File: src/rtl/burst_mem_bridge.sv
// rtl/burst_mem_bridge.sv - cache-line burst to one-word req/ack memory bus bridge
module burst_mem_bridge #(
    parameter int WR_DATA_LAT = 2
) (
    input  logic        clk_i,
    input  logic        rst_ni,
    input  logic        burst_en_i,
    input  logic [7:0]  burst_length_i,
    input  logic [31:0] up_a_i,
    input  logic [31:0] up_d_i,
    input  logic        up_we_i,
    input  logic        up_rd_i,
    output logic [31:0] up_spo_o,
    output logic        up_ready_o,
    output logic        mem_req_o,
    output logic        mem_we_o,
    output logic [31:0] mem_a_o,
    output logic [31:0] mem_d_o,
    input  logic [31:0] mem_rdata_i,
    input  logic        mem_ack_i
);

    localparam int LAT_W = $clog2(WR_DATA_LAT + 2);

    typedef enum logic [2:0] {
        S_IDLE,
        S_RD,
        S_RD_GAP,
        S_WR_LAT,
        S_WR
    } state_t;

    state_t             state_q;
    logic [31:0]        base_q;
    logic [7:0]         len_q;
    logic [7:0]         cnt_q;
    logic               burst_q;
    logic [LAT_W-1:0]   lat_q;
    logic               strobe_q;
    logic               mem_req_q;
    logic               mem_we_q;
    logic [31:0]        mem_a_q;
    logic [31:0]        mem_d_q;
    logic [31:0]        up_spo_q;

    logic [31:0]        word_a_d;
    logic [7:0]         cnt_d;
    logic               last_d;

    // Word address wraps naturally in 32-bit arithmetic.
    assign word_a_d = base_q + {22'd0, cnt_q, 2'b00};
    assign cnt_d    = cnt_q + 8'd1;
    assign last_d   = !burst_q || (cnt_q == len_q - 8'd1);

    always_ff @(posedge clk_i or negedge rst_ni) begin
        if (!rst_ni) begin
            state_q   <= S_IDLE;
            base_q    <= '0;
            len_q     <= 8'd1;
            cnt_q     <= '0;
            burst_q   <= 1'b0;
            lat_q     <= '0;
            strobe_q  <= 1'b0;
            mem_req_q <= 1'b0;
            mem_we_q  <= 1'b0;
            mem_a_q   <= '0;
            mem_d_q   <= '0;
            up_spo_q  <= '0;
        end else begin
            strobe_q <= 1'b0;
            case (state_q)
                S_IDLE: begin
                    if (up_we_i || up_rd_i) begin
                        base_q  <= up_a_i;
                        len_q   <= (burst_length_i == 8'd0) ? 8'd1 : burst_length_i;
                        burst_q <= burst_en_i;
                        cnt_q   <= '0;
                        lat_q   <= '0;
                        mem_a_q <= up_a_i;
                        if (up_we_i) begin
                            if (burst_en_i) begin
                                state_q <= S_WR_LAT;
                            end else begin
                                mem_d_q   <= up_d_i;
                                mem_req_q <= 1'b1;
                                mem_we_q  <= 1'b1;
                                state_q   <= S_WR;
                            end
                        end else begin
                            mem_req_q <= 1'b1;
                            mem_we_q  <= 1'b0;
                            state_q   <= S_RD;
                        end
                    end
                end
                S_RD: begin
                    if (mem_ack_i) begin
                        up_spo_q  <= mem_rdata_i;
                        strobe_q  <= 1'b1;
                        cnt_q     <= cnt_d;
                        mem_req_q <= 1'b0;
                        state_q   <= last_d ? S_IDLE : S_RD_GAP;
                    end
                end
                // One idle bus cycle keeps up_spo steady while the cache consumes the strobe.
                S_RD_GAP: begin
                    mem_req_q <= 1'b1;
                    mem_a_q   <= word_a_d;
                    state_q   <= S_RD;
                end
                S_WR_LAT: begin
                    if (lat_q == LAT_W'(WR_DATA_LAT)) begin
                        mem_d_q   <= up_d_i;
                        mem_req_q <= 1'b1;
                        mem_we_q  <= 1'b1;
                        mem_a_q   <= word_a_d;
                        state_q   <= S_WR;
                    end else begin
                        lat_q <= lat_q + LAT_W'(1);
                    end
                end
                S_WR: begin
                    if (mem_ack_i) begin
                        strobe_q  <= 1'b1;
                        cnt_q     <= cnt_d;
                        mem_req_q <= 1'b0;
                        mem_we_q  <= 1'b0;
                        lat_q     <= '0;
                        state_q   <= last_d ? S_IDLE : S_WR_LAT;
                    end
                end
                default: begin
                    mem_req_q <= 1'b0;
                    mem_we_q  <= 1'b0;
                    state_q   <= S_IDLE;
                end
            endcase
        end
    end

    assign up_ready_o = strobe_q | ((state_q == S_IDLE) & !burst_en_i);
    assign up_spo_o   = up_spo_q;
    assign mem_req_o  = mem_req_q;
    assign mem_we_o   = mem_we_q;
    assign mem_a_o    = mem_a_q;
    assign mem_d_o    = mem_d_q;

endmodule

File: config.mk
export PLATFORM = sky130hd
export DESIGN_NAME = burst_mem_bridge
export DESIGN_NICKNAME = d
export VERILOG_FILES = /design/src/rtl/burst_mem_bridge.sv
export SDC_FILE = /design/constraint.sdc
export NUM_CORES = 1
export LEC_CHECK = 0
export CORE_MARGIN = 2
export CORE_UTILIZATION = 30
export CTS_BUF_LIST = sky130_fd_sc_hd__clkbuf_16
export CTS_CLUSTER_SIZE = 12
export DETAILED_ROUTE_END_ITERATION = 12
export GPL_ROUTABILITY_DRIVEN = 0
export GPL_TIMING_DRIVEN = 0
export PLACE_DENSITY = 0.61
export SLEW_MARGIN = 30
export SYNTH_ARGS = -nofsm -noshare
export SYNTH_HDL_FRONTEND = slang
export SYNTH_SLANG_ARGS = --single-unit
File: constraint.sdc
create_clock -name clk_i -period 2.4 [get_ports clk_i]
set_clock_uncertainty 0.15 [all_clocks]
set_input_delay 0.48 -clock clk_i [delete_from_list [all_inputs] [get_ports clk_i]]
set_output_delay 0.48 -clock clk_i [all_outputs]
set_load 0.1 [all_outputs]
==> summary.txt, run 1 <==
CTS Buffer Depth -> 2
Filler Cell Count -> 2372
Max-cap violations -> 0
H-tree lvl count -> 4
Port Buffers -> 208
Skew-Pair Late Insertion Delay -> 0.43 ns
Setup Viol. Count Final -> 0
core area -> 24200 um2
Die Ht -> 160 um
CTS clk-pin slew, worst paths -> 0.07 ns
DRT Wirelength -> 21000 um
drt first pass iters -> 5
largest family of logic cells by synthesized area -> simple AND/OR/NAND/NOR gates
commonest non-fill, non-tap cell in the layout -> dfrtp_1
Synth Flop Type -> dfrtp_1
Min-Delay Path Class -> input port to async pin
GRT Residual Overflow -> 0
crit-path max FO -> 5
Yosys cell types -> 70
Final Instance Count excl. Fillers -> 1283
crit path time final -> 2.39 ns
worst-path cell chain -> ha_1 -> a21o_1 -> and4_4 -> o211ai_1 -> buf_4 -> buf_4 -> a2111oi_4 -> xnor2_1 -> o211ai_2
Mapped Area -> 7330 um2
YS warnings -> 0
row cnt -> 57
max-slew violation count -> 0
period utilization -> 99.6%
CTS root buffer -> clkbuf_16
Synth Area in XOR/XNOR -> 4.66%
ANT cells -> 0
IO Pins -> 209
post-layout util -> 44.1%
Yosys reg bits -> 153
Via Count -> 6166
Setup Slack @ Placement -> -0.664 ns
DP HPWL -> 15100 um
Synth Area in Adders -> 2.15%
number of CTS-inserted buffers -> 17
WP data required -> 2.56 ns
clk sinks -> 153
compound-cell area share of the yosys netlist -> 11.7%
Mean Syn Cell Area -> 10.4 um2
final worst slack -> 0.00991 ns
Post-synth EDFFs -> 0
die width -> 160 um
Largest stage delay, worst path -> 0.45 ns
die footprint -> 25700 um2
status -> complete, no violations
vias in the first global route -> 6316
largest net degree at the start of global routing -> 83
Nets -> 1068
sequential area share after synthesis -> 52.2%
area growth from synthesis to layout -> 45.4%
register area -> 3830 um2
Critical Path End Type -> flop
area of the multi-input gates -> 3420 um2
met1 Track Usage GR -> 21.9%
maximum clock frequency -> 418 MHz
critical path class -> flop to flop
placed cells -> 1236
RSZ-0062 raised after global routing -> true
initial antenna violation count -> 0
Post-Syn Nets -> 824
share of flip-flops with an asynchronous set or reset -> 100%
DRC -> 0
met3 usage -> 5.81%
commonest cells after routing, fill and taps aside -> dfrtp_1, nand2_1, clkdlybuf4s50_1
Antenna Violating Nets Remaining -> 0
Fin. Hold Viols -> 0
layout cell share with drive strength beyond 1 -> 17.5%
Worst Max-Slew Pin Slew -> 1.01 ns
CTS tree -> done
Initial Utilization -> 30.3%
GRT Util Overall -> 16.6%
drt wl/cell -> 16.4 um
slew margin rel. -> 32.8%
gr busiest metal -> met2
GR Util met2 -> 26.3%
Worst setup SP type -> flop
Slowest-stage cell, CP -> dfrtp_2
crit path DAT -> 2.55 ns
first-pass GRT wire length -> 33900 um
Synth Instances -> 702
post-synthesis simple-gate area fraction -> 16.2%
DRT iter0 DRCs -> 266
vias per cell -> 4.81
CP dominant cell by count -> buf_4
post-synthesis mux area share -> 10.1%
[per-stage QoR]
step	cell area [um2]	hold slack [ns]	TNS, ns
6_report	10700	0.304	0
3_5_place_dp	9920	0.149	-62.03
4_1_cts	10500	0.291	-0.0343
2_1_floorplan	7380	0.0344	-0.0219
3_3_place_gp	9870	0.307	-970.78
5_1_grt	10700	0.304	-0.0972
[routing by layer]
| metal | share of wire (%) | wire [um] |
|---|---|---|
| met1 | 46 | 9610 |
| met2 | 46 | 9590 |
| met3 | 7.7 | 1610 |
| met4 | 0.91 | 191 |
| met5 | 0 | 0 |
[logic make-up after synthesis]
family / count (synthesis)
AND/OR/NAND/NOR: 258
flip-flops: 153
multiplexers: 66
AO/OA/AOI/OAI: 125
buffers and inverters: 49
adder cells (fa/ha/maj): 12
XOR/XNOR: 39
[cells in the mapped netlist (all sizes together), types with 2 or more instances]
cell type | count | share of area [%]
dfrtp | 152 | 52
nand2 | 149 | 7.6
mux2 | 64 | 9.8
nor2 | 38 | 1.9
o21ai | 37 | 2.6
xnor2 | 25 | 3.0
clkbuf | 24 | 1.5
a21oi | 23 | 1.6
a22oi | 16 | 1.6
buf | 14 | 0.92
xor2 | 14 | 1.7
nand3 | 13 | 0.89
nor3 | 13 | 1.0
ha | 11 | 1.9
inv | 11 | 0.56
a211oi | 7 | 0.79
nand4 | 7 | 0.77
o211ai | 6 | 0.68
a31oi | 5 | 0.43
nand3b | 5 | 0.51
a21o | 4 | 0.44
and3 | 4 | 0.36
nand2b | 4 | 0.34
nor2b | 4 | 0.34
nor3b | 4 | 0.48
o2111ai | 4 | 0.48
o21bai | 4 | 0.41
nand4b | 3 | 0.36
o21a | 3 | 0.31
or3 | 3 | 0.32
or4 | 3 | 0.31
a2111oi | 2 | 0.58
a221oi | 2 | 0.24
and4 | 2 | 0.26
mux2i | 2 | 0.27
nor4 | 2 | 0.26
o31ai | 2 | 0.20
[layout make-up]
cell class	instances	share of cell area [%]
flip-flops and latches	153	36.0
multi-input cells	500	32.1
repair buffers	225	20.1
clock buffers	17	3.99
well taps	324	3.80
plain buffers	38	2.21
clock inverters	15	1.44
inverters	11	0.387
[timing repair]
item	in CTS	in global routing
cloned	1	0
endpoints found under the setup margin	192	93
buffers inserted	5	8
resized for setup	120	32
pin swaps	3	4
hold buffers	1	0
endpoints found under the hold margin	13	0
[worst paths after layout]
| path | from | endpoint | slack, ns | cells after the start |
|---|---|---|---|---|
| max in group asynchronous | rst_ni | len_q[0]$_DFFE_PN1P_ | 0.81 | 4 |
| setup / recovery | cnt_q[1]$_DFFE_PN0P_ | mem_a_o[31]$_DFFE_PN0P_ | 0.01 | 9 |
| hold reg to reg | mem_a_o[4]$_DFFE_PN0P_ | mem_a_o[4]$_DFFE_PN0P_ | 0.32 | 2 |
| hold / removal | rst_ni | mem_a_o[15]$_DFFE_PN0P_ | 0.30 | 2 |
| min in group clk_i | mem_a_o[4]$_DFFE_PN0P_ | mem_a_o[4]$_DFFE_PN0P_ | 0.32 | 2 |
| setup reg to reg | cnt_q[1]$_DFFE_PN0P_ | mem_a_o[31]$_DFFE_PN0P_ | 0.01 | 9 |
[sequential cells by signal, indices dropped and copies added (netlist names)]
register   cells
burst_q        1
mem_we_o       1
cnt_q          8
strobe_q       1
lat_q          2
mem_req_o      1
mem_a_o       32
state_q        3
mem_d_o       32
up_spo_o      32
len_q          8
base_q        32
[critical path, delay by kind of cell (launching register included)]
kind,cells,cell delay (ns)
simple gates,1,0.24
xor+xnor,1,0.19
buf+inv,2,0.32
compound gates,4,0.64
flops,1,0.45
fa+ha+maj,1,0.29
Power of run 1 is not shown: default switching activity piles up to over one toggle a cycle in this logic, so the estimate is an artifact.
==> run 2: changes to the inputs <==
--- a/config.mk
+++ b/config.mk
@@ -5,10 +5,9 @@
 export SDC_FILE = /design/constraint.sdc
 export NUM_CORES = 1
 export LEC_CHECK = 0
-export CORE_MARGIN = 2
+export CORE_MARGIN = 5
 export CORE_UTILIZATION = 30
 export CTS_BUF_LIST = sky130_fd_sc_hd__clkbuf_16
-export CTS_CLUSTER_SIZE = 12
 export DETAILED_ROUTE_END_ITERATION = 12
 export GPL_ROUTABILITY_DRIVEN = 0
 export GPL_TIMING_DRIVEN = 0
==> run 2 against run 1 <==
Compared with the run above:
- non-clock buffer count is 6 lower
- largest cell class unchanged
- critical endpoint unchanged
- first-iteration DRC count is 3.8% higher
- routed wire length is 2.8% higher
- via count is 1.1% lower
- fmax is 1.8% higher
- global-route usage is 0.97 points lower
- highest routed layer is now met5
- cell area is 0.60% lower
==> summary.txt, run 2 (synthesis results as in run 1) <==
status -> complete, no violations
CTS Buffer Depth -> 2
Port Buffers -> 208
largest net degree at the start of global routing -> 81
Critical Path End Type -> flop
Min-Delay Path Class -> flop to flop
row cnt -> 57
critical path class -> flop to flop
drt wl/cell -> 16.9 um
die width -> 166 um
commonest non-fill, non-tap cell in the layout -> nand2_1
Max-cap violations -> 0
met3 usage -> 6.19%
fin area -> 10600 um2
GRT Util Overall -> 15.6%
vias per cell -> 4.77
number of CTS-inserted buffers -> 17
commonest cells after routing, fill and taps aside -> nand2_1, dfrtp_1, clkdlybuf4s50_1
period utilization -> 97.8%
CTS root buffer -> clkbuf_16
GR Util met2 -> 25.0%
Die Ht -> 166 um
Skew-Pair Late Insertion Delay -> 0.42 ns
Setup Viol. Count Final -> 0
drt first pass iters -> 4
RSZ-0062 raised after global routing -> true
layout cell share with drive strength beyond 1 -> 17.7%
Antenna Violating Nets Remaining -> 0
clk sinks -> 153
CTS clk-pin slew, worst paths -> 0.07 ns
maximum clock frequency -> 426 MHz
Worst Max-Slew Pin Slew -> 1.02 ns
Initial Utilization -> 30.3%
Fin. Hold Viols -> 0
vias in the first global route -> 6483
first-pass GRT wire length -> 34900 um
met1 Track Usage GR -> 19.8%
WP data required -> 2.55 ns
area growth from synthesis to layout -> 44.5%
Filler Cell Count -> 2357
GRT Residual Overflow -> 0
area of placed instances -> 9900 um2
Nets -> 1062
DP HPWL -> 15600 um
CTS tree -> done
DRC -> 0
IO Pins -> 209
max-slew violation count -> 0
DRT iter0 DRCs -> 276
Via Count -> 6099
DRT Wirelength -> 21600 um
crit path DAT -> 2.50 ns
die footprint -> 27700 um2
core area -> 24200 um2
crit path time final -> 2.35 ns
H-tree lvl count -> 4
slew margin rel. -> 32.6%
gr busiest metal -> met2
crit-path max FO -> 3
initial antenna violation count -> 2
Worst setup SP type -> flop
==> run 2: changes by cell type in the layout (fill, tap and decap cells not counted), moves of 2 or more <==
cell / previous run / this run
buf_4: 15 / 10
clkbuf_4: 0 / 3
clkinv_2: 1 / 4
clkinv_4: 6 / 3
ha_1: 10 / 7
dfrtp_1: 150 / 148
dfrtp_2: 2 / 4
ha_2: 0 / 2
==> run 2: timing repair <==
action / CTS / global route
gates resized for setup: 122 / 41
cloned: 1 / 0
setup endpoints to repair: 170 / 124
hold endpoints to repair: 72 / 0
buffers inserted: 6 / 2
pin swaps: 4 / 5
hold buffers: 1 / 0
==> run 2: critical path, stage by stage (launching register included) <==
cell and delay [ns]:
dfrtp_2 0.43, ha_4 0.27, a21o_1 0.13, and4_4 0.24, o211ai_1 0.17, buf_4 0.21, a2111oi_4 0.37, xnor2_1 0.18
o211ai_2 0.09
==> run 2: worst paths after layout <==
kind / cells past startpoint / slack (ns) / start / end
min in group asynchronous: 2 / 0.45 / rst_ni / mem_d_o[11]$_DFFE_PN0P_
max in group asynchronous: 3 / 0.78 / rst_ni / cnt_q[1]$_DFFE_PN0P_
hold / removal: 2 / 0.32 / mem_a_o[4]$_DFFE_PN0P_ / mem_a_o[4]$_DFFE_PN0P_
setup / recovery: 8 / 0.05 / cnt_q[1]$_DFFE_PN0P_ / mem_a_o[31]$_DFFE_PN0P_
hold reg to reg: 2 / 0.32 / mem_a_o[4]$_DFFE_PN0P_ / mem_a_o[4]$_DFFE_PN0P_
setup reg to reg: 8 / 0.05 / cnt_q[1]$_DFFE_PN0P_ / mem_a_o[31]$_DFFE_PN0P_
==> run 2: final cells by class <==
cell class	instances	area, um2	area share [%]
Antenna cell	1	2.50	0.0236
Clock inverter	15	128	1.20
Timing Repair Buffer	219	2080	19.6
Sequential cell	153	3830	36.2
Tap cell	324	405	3.83
Multi-Input combinational cell	500	3440	32.5
Buffer	38	236	2.23
Inverter	11	41.3	0.390
Clock buffer	17	425	4.02
==> run 2: per-stage QoR <==
step,util (%),setup WS (ns),TNS [ns],hold WS [ns],cells
3_3_place_gp,40.8,-5.91,-965.13,0.310,1234
2_1_floorplan,-,-0.0219,-0.0219,0.0344,702
4_1_cts,43.3,0.000146,0,0.329,1275
6_report,43.8,0.0530,0,0.320,1278
5_1_grt,43.8,-0.0240,-0.0624,0.353,1277
3_5_place_dp,40.9,-0.941,-64.59,0.320,1235
==> run 2: metal layers <==
metal | wire length [um] | share of wire (%) | up-vias
li1 | - | - | 2928
met1 | 9510 | 44 | 2948
met2 | 9890 | 46 | 193
met3 | 1840 | 8.5 | 28
met4 | 340 | 1.6 | 2
met5 | 13 | 0.060 | -
Power of run 2 is left out for the same reason.
